<file path="config.mk">
export PLATFORM = sky130hd
export DESIGN_NAME = seven_segment_scanner_flat
export DESIGN_NICKNAME = d
export VERILOG_FILES = /design/src/rtl/seven_segment_scanner_if.sv /design/src/rtl/seven_segment_scanner.sv /design/src/flat_wrapper.sv
export SDC_FILE = /design/constraint.sdc
export NUM_CORES = 1
export LEC_CHECK = 0
export CAP_MARGIN = 20
export CELL_PAD_IN_SITES_DETAIL_PLACEMENT = 1
export CELL_PAD_IN_SITES_GLOBAL_PLACEMENT = 1
export CORE_AREA = 2 2 123 125
export DETAILED_ROUTE_END_ITERATION = 12
export DIE_AREA = 0 0 125 127
export PLACE_DENSITY = 0.83
export RECOVER_POWER = 100
export SLEW_MARGIN = 10
export SYNTH_ARGS = -nofsm -noshare
export SYNTH_HDL_FRONTEND = slang
export SYNTH_SLANG_ARGS = --single-unit
</file>
<file path="constraint.sdc">
create_clock -name clk -period 4.3 [get_ports clk]
set_input_delay 1.075 -clock clk [delete_from_list [all_inputs] [get_ports clk]]
set_output_delay 1.075 -clock clk [all_outputs]
set_load 0.1 [all_outputs]
</file>
<file path="src/rtl/seven_segment_scanner_if.sv">
// seven_segment_scanner_if: frame-load inputs and display pin outputs of the scanner
interface seven_segment_scanner_if #(parameter int N_DIGITS = 8);
  logic                  load;
  logic [4*N_DIGITS-1:0] number;
  logic [N_DIGITS-1:0]   dots;
  logic [N_DIGITS-1:0]   blank;
  logic [7:0]            abcdefgh;
  logic [N_DIGITS-1:0]   digit;
  logic                  frame_start;
  modport master (output load, number, dots, blank, input abcdefgh, digit, frame_start);
  modport slave  (input load, number, dots, blank, output abcdefgh, digit, frame_start);
endinterface

</file>
<file path="src/rtl/seven_segment_scanner.sv">
// seven_segment_scanner: double-buffered hex frame scanned across a multiplexed 7-segment display
module seven_segment_scanner #(
  parameter int N_DIGITS         = 8,
  parameter int SCAN_CYCLES      = 50000,
  parameter int GUARD_CYCLES     = 16,
  parameter int SEG_ACTIVE_LOW   = 1,
  parameter int DIGIT_ACTIVE_LOW = 1
) (
  input logic clk,
  input logic rst_n,
  seven_segment_scanner_if.slave bus
);
  localparam int IW = N_DIGITS > 1 ? $clog2(N_DIGITS) : 1;
  localparam int CW = $clog2(SCAN_CYCLES);
  localparam logic [7:0] SEG_OFF = SEG_ACTIVE_LOW != 0 ? 8'hFF : 8'h00;
  localparam logic [N_DIGITS-1:0] DIG_OFF = DIGIT_ACTIVE_LOW != 0 ? {N_DIGITS{1'b1}} : {N_DIGITS{1'b0}};
  // Glyph for nibble n lives at bits [8n+7:8n], active-high, a at bit 7
  localparam logic [127:0] FONT = 128'h8E9E7A9C3EEEF6FE_E0BEB666F2DA60FC;

  logic [CW-1:0]         cnt_q, cnt_d;
  logic [IW-1:0]         idx_q, idx_d;
  logic                  pend_q, pend_d;
  logic [4*N_DIGITS-1:0] pnum_q, pnum_d, anum_q, anum_d;
  logic [N_DIGITS-1:0]   pdots_q, pdots_d, adots_q, adots_d;
  logic [N_DIGITS-1:0]   pblank_q, pblank_d, ablank_q, ablank_d;
  logic [7:0]            seg_q, seg_d;
  logic [N_DIGITS-1:0]   dig_q, dig_d;
  logic                  fs_q, fs_d;
  logic                  cnt_last, idx_last, frame_end, take_in, take_pend, dark;
  logic [3:0]            nib;
  logic [7:0]            glyph;
  logic [N_DIGITS-1:0]   onehot;

  always_comb begin
    cnt_last  = cnt_q == CW'(SCAN_CYCLES - 1);
    idx_last  = idx_q == IW'(N_DIGITS - 1);
    frame_end = cnt_last && idx_last;
    cnt_d     = cnt_last ? '0 : cnt_q + CW'(1);
    idx_d     = cnt_last ? (idx_last ? '0 : idx_q + IW'(1)) : idx_q;
    // A load on the frame-end clock bypasses the pending buffer entirely
    take_in   = frame_end && bus.load;
    take_pend = frame_end && pend_q;
    pend_d    = frame_end ? 1'b0 : (bus.load || pend_q);
    pnum_d    = bus.load ? bus.number : pnum_q;
    pdots_d   = bus.load ? bus.dots : pdots_q;
    pblank_d  = bus.load ? bus.blank : pblank_q;
    anum_d    = take_in ? bus.number : take_pend ? pnum_q : anum_q;
    adots_d   = take_in ? bus.dots : take_pend ? pdots_q : adots_q;
    ablank_d  = take_in ? bus.blank : take_pend ? pblank_q : ablank_q;
    nib       = anum_q[{idx_q, 2'b00} +: 4];
    glyph     = FONT[{nib, 3'b000} +: 8] | {7'b0, adots_q[idx_q]};
    onehot    = N_DIGITS'(1) << idx_q;
    dark      = cnt_q < CW'(GUARD_CYCLES) || ablank_q[idx_q];
    seg_d     = dark ? SEG_OFF : (SEG_ACTIVE_LOW != 0 ? ~glyph : glyph);
    dig_d     = dark ? DIG_OFF : (DIGIT_ACTIVE_LOW != 0 ? ~onehot : onehot);
    fs_d      = cnt_q == '0 && idx_q == '0;
  end

  always_ff @(posedge clk or negedge rst_n) begin
    if (!rst_n) begin
      cnt_q    <= '0;
      idx_q    <= '0;
      pend_q   <= 1'b0;
      pnum_q   <= '0;
      pdots_q  <= '0;
      pblank_q <= '1;
      anum_q   <= '0;
      adots_q  <= '0;
      ablank_q <= '1;
      seg_q    <= SEG_OFF;
      dig_q    <= DIG_OFF;
      fs_q     <= 1'b0;
    end else begin
      cnt_q    <= cnt_d;
      idx_q    <= idx_d;
      pend_q   <= pend_d;
      pnum_q   <= pnum_d;
      pdots_q  <= pdots_d;
      pblank_q <= pblank_d;
      anum_q   <= anum_d;
      adots_q  <= adots_d;
      ablank_q <= ablank_d;
      seg_q    <= seg_d;
      dig_q    <= dig_d;
      fs_q     <= fs_d;
    end
  end

  assign bus.abcdefgh    = seg_q;
  assign bus.digit       = dig_q;
  assign bus.frame_start = fs_q;
endmodule

</file>
<file path="src/flat_wrapper.sv">
// flat-port wrapper written by rule: the top's interface ports become plain ports
module seven_segment_scanner_flat 
#(
  parameter int N_DIGITS         = 8,
  parameter int SCAN_CYCLES      = 50000,
  parameter int GUARD_CYCLES     = 16,
  parameter int SEG_ACTIVE_LOW   = 1,
  parameter int DIGIT_ACTIVE_LOW = 1
)
  (clk, rst_n, bus_load, bus_number, bus_dots, bus_blank, bus_abcdefgh, bus_digit, bus_frame_start);
  seven_segment_scanner_if #(.N_DIGITS(N_DIGITS)) bus_i ();
  input logic clk;
  input logic rst_n;
  input wire logic [$bits(bus_i.load)-1:0] bus_load;
  input wire logic [$bits(bus_i.number)-1:0] bus_number;
  input wire logic [$bits(bus_i.dots)-1:0] bus_dots;
  input wire logic [$bits(bus_i.blank)-1:0] bus_blank;
  output wire logic [$bits(bus_i.abcdefgh)-1:0] bus_abcdefgh;
  output wire logic [$bits(bus_i.digit)-1:0] bus_digit;
  output wire logic [$bits(bus_i.frame_start)-1:0] bus_frame_start;
  assign bus_i.load = bus_load;
  assign bus_i.number = bus_number;
  assign bus_i.dots = bus_dots;
  assign bus_i.blank = bus_blank;
  assign bus_abcdefgh = bus_i.abcdefgh;
  assign bus_digit = bus_i.digit;
  assign bus_frame_start = bus_i.frame_start;
  seven_segment_scanner #(.N_DIGITS(N_DIGITS), .SCAN_CYCLES(SCAN_CYCLES), .GUARD_CYCLES(GUARD_CYCLES), .SEG_ACTIVE_LOW(SEG_ACTIVE_LOW), .DIGIT_ACTIVE_LOW(DIGIT_ACTIVE_LOW)) u_core (.clk(clk), .rst_n(rst_n), .bus(bus_i));
endmodule
</file>
==> results of run 1 <==
path summary, 6_finish.rpt:
kind | cells past startpoint | endpoint | startpoint | slack (ns)
max in group asynchronous | 3 | u_core.pnum_q[29]$_DFFE_PN0P_ | rst_n | 1.04
worst min-delay path | 1 | u_core.pnum_q[23]$_DFFE_PN0P_ | u_core.pnum_q[23]$_DFFE_PN0P_ | 0.48
worst max-delay path | 4 | u_core.anum_q[7]$_DFFE_PN0P_ | bus_load | 0.83
worst max register to register | 9 | u_core.bus.abcdefgh[4]$_DFF_PN1_ | u_core.idx_q[0]$_DFFE_PN0N_ | 0.91
worst min register to register | 1 | u_core.pnum_q[23]$_DFFE_PN0P_ | u_core.pnum_q[23]$_DFFE_PN0P_ | 0.48
min in group asynchronous | 1 | u_core.cnt_q[11]$_DFF_PN0_ | rst_n | 0.97
worst max-delay path: cells and delay by family:
family	cells	cell delay (ns)
muxes	2	0.76
buffers and inverters	2	1.91
registers in the layout (all words and copies together) (netlist names):
signal                  flops
u_core.bus.digit            8
u_core.pnum_q              32
u_core.adots_q              8
u_core.cnt_q               16
u_core.bus.abcdefgh         8
u_core.anum_q              32
u_core.pdots_q              8
u_core.pend_q               1
u_core.pblank_q             8
u_core.idx_q                3
u_core.bus.frame_start      1
u_core.ablank_q             8
Yosys cell counts (2+ instances only):
library cell  instances  area [um2]
and3_1                3        18.8
nor3_1                6        30.0
a22oi_1              11        82.6
buf_12                3        60.1
buf_4                 2        15.0
nor2b_1              14        87.6
nor4_1                2        12.5
mux2_2               57         642
inv_1                13        48.8
o211ai_1              2        15.0
o221ai_1              4        35.0
mux2_4               30         450
mux4_2               10         225
ha_1                 14         175
a211oi_1              2        15.0
a21oi_1               2        10.0
xnor2_1               8        70.1
dfrtp_1             101        2530
dfstp_2              32         841
nand2_1              12        45.0
xor2_1                6        52.6
nor3_2                3        30.0
buf_1                 2        7.51
a31oi_1              11        68.8
or3_1                 4        25.0
o21ai_0               5        25.0
nand3_1              14        70.1
nor2_1               17        63.8
mux2i_1               7        70.1
clkbuf_1              9        33.8
o21ai_1              10        50.1
buf_2                 4        20.0
area by class of cell:
type	count	area (um2)	share of cell area
repair buffers	72	683	0.0933
clock buffers	23	488	0.0666
multi-input cells	270	2400	0.328
flip-flops and latches	133	3370	0.460
inverters	14	52.6	0.00718
clock inverters	9	100	0.0137
well taps	184	230	0.0314
stage by stage:
stage,hold slack [ns],utilization,instance area (um2),total power [mW]
6_report,0.479,0.508,7320,3.09
5_1_grt,0.499,0.508,7320,3.21
4_1_cts,0.498,0.517,7450,3.15
3_5_place_dp,0.484,0.476,6870,1.71
3_3_place_gp,0.481,0.476,6870,1.69
2_1_floorplan,0.456,-,6090,1.57
metal layers:
layer / part of all wire / track usage
met5: 0 / 0
met4: 0.015 / 0.0641
met3: 0.029 / 0.0415
met2: 0.53 / 0.324
met1: 0.43 / 0.236
power by group through the flow:
| stage | clock (mW) | sequential [mW] | combinational [mW] |
|---|---|---|---|
| floorplan | 0 | 1.45 | 0.127 |
| global placement | 0 | 1.39 | 0.299 |
| detailed placement | 0 | 1.40 | 0.310 |
| CTS | 1.46 | 1.38 | 0.316 |
| global route | 1.52 | 1.38 | 0.310 |
| finish | 1.42 | 1.38 | 0.288 |
cell families after synthesis:
kind of cell             share of synthesized area
flip-flops                                   0.553
multiplexers                                 0.232
AND/OR/NAND/NOR                             0.0770
AO/OA/AOI/OAI                               0.0567
buffers and inverters                       0.0329
XOR/XNOR                                    0.0201
adder cells (fa/ha/maj)                     0.0288
==> reports/summary.txt, run 1 <==
CP Data Required Time = 4.59 ns
Synthesis warning total = 0
CP dominant cell by count = mux2_1
Total internal power = 2.37 mW
IR drop worst, VDD = 0.292 mV
I/O pin total = 68
Max Fclk = 289 MHz
Setup bufs post-CTS = 0
Site row count = 44
First-pass GRT wire length = 23100 um
Worst path slowest cell = clkbuf_1
Number of synthesized flops with an enable pin = 0
CTS tree = done
Setup_tns = 0 ns
Initial DRC count = 170
WS Path Type = primary input to flop
Htree depth = 4
Clock Latency Late Sink = 0.42 ns
Total Routing Usage GR = 0.188
Vias in the first global route = 4234
Failing checks = max-capacitance violations, max-slew violations
FF+latch count, synth = 133
Fillcell total = 1472
Maximum number of pins on one net before global-route repair = 92
Initial antenna violation count = 0
Placed insts = 672
Commonest non-fill, non-tap cells in the layout = dfrtp_1, mux2_1, clkdlybuf4s50_1
Die ar. = 15900 um2
# setup viols final = 0
Least-Margin Pin Slew = 1.62 ns
Share of cells above drive strength 1 = 0.198
Post-route DRC = 0
WL per Instance = 19.7 um
Hold crit path type = flop to flop
Fin. Hold Viols = 0
Comb power frac = 0.093
IO buf count = 67
Final nets = 573
PD cells = 422 nW/um2
Die Ht = 127 um
Outcome = finished with violations
Slew HR = -0.0778
CP max FO = 31
Critical Path, Cell by Cell = clkbuf_1 > clkbuf_2 > mux2_1 > mux2_1
Worst Skew = 0.00973 ns
Worst slack at placement = 1.15 ns
Synthesized net count = 503
Starting Density = 0.422
Unrepaired setup endpoints after global routing = false
Clk pin slew, worst setup/hold paths = 0.05 ns
Seq/Total Area, Yosys = 0.553
DR pass1 iterations = 4
Tcrit/Tclk final = 0.806
Aggregate global routing overflow = 0
Number of buffers created by CTS = 17
Critical Path AT = 3.76 ns
Post-CTS Resized = 0
Switch share = 0.233
Leakage = 3.08 nW
DP HPWL = 9340 um
Min Tclk post-route = 3.47 ns
Core region area = 14400 um2
Avg Cell Area, Syn = 13.9 um2
Max-Cap Viols = 3
CTS Root Cell = clkbuf_16
Commonest non-fill, non-tap cell in the layout = dfrtp_1
Clock share of power = 0.461
Hold_buf cts = 0
Clk buf depth = 2
Area Growth Syn to Fin = 20.2%
Final Wtd Congestion = 0.803
Vias/cell = 5.35
Die width = 125 um
Final WS setup = 0.834 ns
Final cell count without fillers = 705
N_diodes = 0
Synth async-reset ratio = 1.00
Ys flop type = dfrtp_1
Sequential power share = 0.446
Synthesized instance count = 438
Post-Syn Area = 6090 um2
Clk sink count = 133
Post-DRT Antenna Nets = 0
Crit. End Element = flop
Net switching power = 718 uW
CP max stage delay = 1.14 ns
Vias = 3771
Total Wirelength = 13900 um
Startpoint types = primary input
Pins Over Slew Limit = 111
Yosys cell types = 50
Note: power is estimated with default switching activity, not from simulation.
==> run 2: changes to the inputs <==
==> constraint.sdc (replaced) <==
create_clock -name clk -period 3.4 [get_ports clk]
set_input_delay 0.85 -clock clk [delete_from_list [all_inputs] [get_ports clk]]
set_output_delay 0.85 -clock clk [all_outputs]
set_load 0.1 [all_outputs]
==> run 2 against run 1 <==
Net effect: the flow still finishes with violations (max-capacitance violations, max-slew violations); sequential power rose by 27%; via count grew 0.93%; non-clock buffer count grew 3; critical endpoint is now u_core.anum_q[29]$_DFFE_PN0P_.
==> reports/summary.txt, run 2 (synthesis gave the netlist of run 1 again) <==
Post-DRT Antenna Nets = 0
Least-Margin Pin Slew = 1.80 ns
Maximum number of pins on one net before global-route repair = 57
Aggregate global routing overflow = 0
Site row count = 44
I/O pin total = 68
Initial antenna violation count = 0
CP Data Required Time = 3.69 ns
IR drop worst, VDD = 0.319 mV
Total Routing Usage GR = 0.192
Pins Over Slew Limit = 33
PD cells = 519 nW/um2
Regs by FF count = u_core.anum_q: 32 flops, u_core.pnum_q: 32 flops, u_core.cnt_q: 16 flops
Final nets = 576
Slew HR = -0.203
Clk buf depth = 2
Commonest non-fill, non-tap cell in the layout = dfrtp_1
Outcome = finished with violations
Htree depth = 4
Commonest non-fill, non-tap cells in the layout = dfrtp_1, mux2_1, clkdlybuf4s50_1
Placed inst area = 6880 um2
Die ar. = 15900 um2
Min Tclk post-route = 2.98 ns
Post-layout util = 0.499
WL per Instance = 20.2 um
Design area = 7200 um2
Total Wirelength = 14300 um
CP max FO = 21
Hold crit path type = flop to flop
Die width = 125 um
CTS tree = done
Area Growth Syn to Fin = 18.2%
Initial DRC count = 212
Setup bufs post-CTS = 0
Post-CTS Resized = 0
Worst path slowest cell = dfrtp_1
CTS Root Cell = clkbuf_16
Clock Latency Late Sink = 0.42 ns
Vias = 3806
IO buf count = 67
Number of buffers created by CTS = 17
Core region area = 14400 um2
Failing checks = max-capacitance violations, max-slew violations
Critical Path, Cell by Cell = ha_1 > ha_1 > inv_1 > nor3_1 > nand2_2 > nor2_8 > buf_12 > mux2_1
Tcrit/Tclk final = 0.876
Worst Skew = 0.0105 ns
Hold_buf cts = 0
Clk pin slew, worst setup/hold paths = 0.06 ns
Crit. End Element = flop
Vias in the first global route = 4270
Vias/cell = 5.38
Unrepaired setup endpoints after global routing = false
Starting Density = 0.422
Max Fclk = 336 MHz
Startpoint types = flop
Critical Path AT = 3.27 ns
Post-route DRC = 0
Crit-path leading delay family = simple AND/OR/NAND/NOR gates
Die Ht = 127 um
Setup_tns = 0 ns
CP bufs+invs = 2
Fin. Hold Viols = 0
DR pass1 iterations = 4
Max-Cap Viols = 1
Final Wtd Congestion = 0.894
N_diodes = 0
Share of cells above drive strength 1 = 0.200
# setup viols final = 0
CP dominant cell by count = ha_1
WS Path Type = flop to flop
CP max stage delay = 0.75 ns
Clk sink count = 133
Leakage = 3.04 nW
First-pass GRT wire length = 23400 um
DP HPWL = 9690 um
-- run 2: cell types whose count changed in the layout (fill, tap and decap cells not counted), moves of 2 or more --
cell	delta
mux2_1	-3
bufinv_16	-2
clkbuf_1	+22
mux2_4	+3
dlygate4sd3_1	-17
clkinvlp_4	-2
-- run 2: cell type report --
type,count,area [um2]
Tap cell,184,230
Inverter,14,52.6
Clock inverter,5,25.0
Sequential cell,133,3370
Fill cell,1483,7220
Clock buffer,27,503
Timing Repair Buffer,75,608
Multi-Input combinational cell,270,2410
-- run 2: metrics by stage --
stage / hold slack, ns / setup WS, ns / power, mW / cells
after global placement: 0.479 / 0.671 / 2.14 / 676
after floorplan: 0.456 / 1.05 / 1.99 / 438
final: 0.492 / 0.423 / 3.74 / 708
after detailed placement: 0.485 / 0.504 / 2.16 / 676
after global routing: 0.516 / 0.140 / 3.88 / 708
after CTS: 0.495 / 0.454 / 3.81 / 708
-- run 2: worst paths after layout --
| check | from | end | slack [ns] | depth (start not counted) |
|---|---|---|---|---|
| min | u_core.pnum_q[26]$_DFFE_PN0P_ | u_core.pnum_q[26]$_DFFE_PN0P_ | 0.49 | 1 |
| max reg2reg | u_core.idx_q[0]$_DFFE_PN0N_ | u_core.anum_q[29]$_DFFE_PN0P_ | 0.42 | 8 |
| max in group asynchronous | rst_n | u_core.cnt_q[10]$_DFF_PN0_ | 0.70 | 2 |
| max | u_core.idx_q[0]$_DFFE_PN0N_ | u_core.anum_q[29]$_DFFE_PN0P_ | 0.42 | 8 |
| min in group asynchronous | rst_n | u_core.cnt_q[13]$_DFF_PN0_ | 0.72 | 1 |
| min reg2reg | u_core.pnum_q[26]$_DFFE_PN0P_ | u_core.pnum_q[26]$_DFFE_PN0P_ | 0.49 | 1 |
-- run 2: where the power goes --
part	switching, mW	internal [mW]
Sequential	0.0476	1.70
Clock	0.637	1.00
Combinational	0.215	0.141
Total	0.899	2.84
-- run 2: per-layer routing --
layer  track usage  up-vias  share of wire
li1              -     1722              -
met1         0.239     1961           0.43
met2         0.327      100           0.51
met3        0.0452       23          0.040
met4        0.0771        0          0.017
met5             0        -              0
==> run 3: changes to the inputs <==
--- a/config.mk
+++ b/config.mk
@@ -13,7 +13,7 @@
 export DIE_AREA = 0 0 125 127
 export PLACE_DENSITY = 0.83
 export RECOVER_POWER = 100
-export SLEW_MARGIN = 10
+export SLEW_MARGIN = 20
 export SYNTH_ARGS = -nofsm -noshare
 export SYNTH_HDL_FRONTEND = slang
 export SYNTH_SLANG_ARGS = --single-unit
==> results of run 3 <==
Final layout, timing and power as in run 2 (identical DEF).
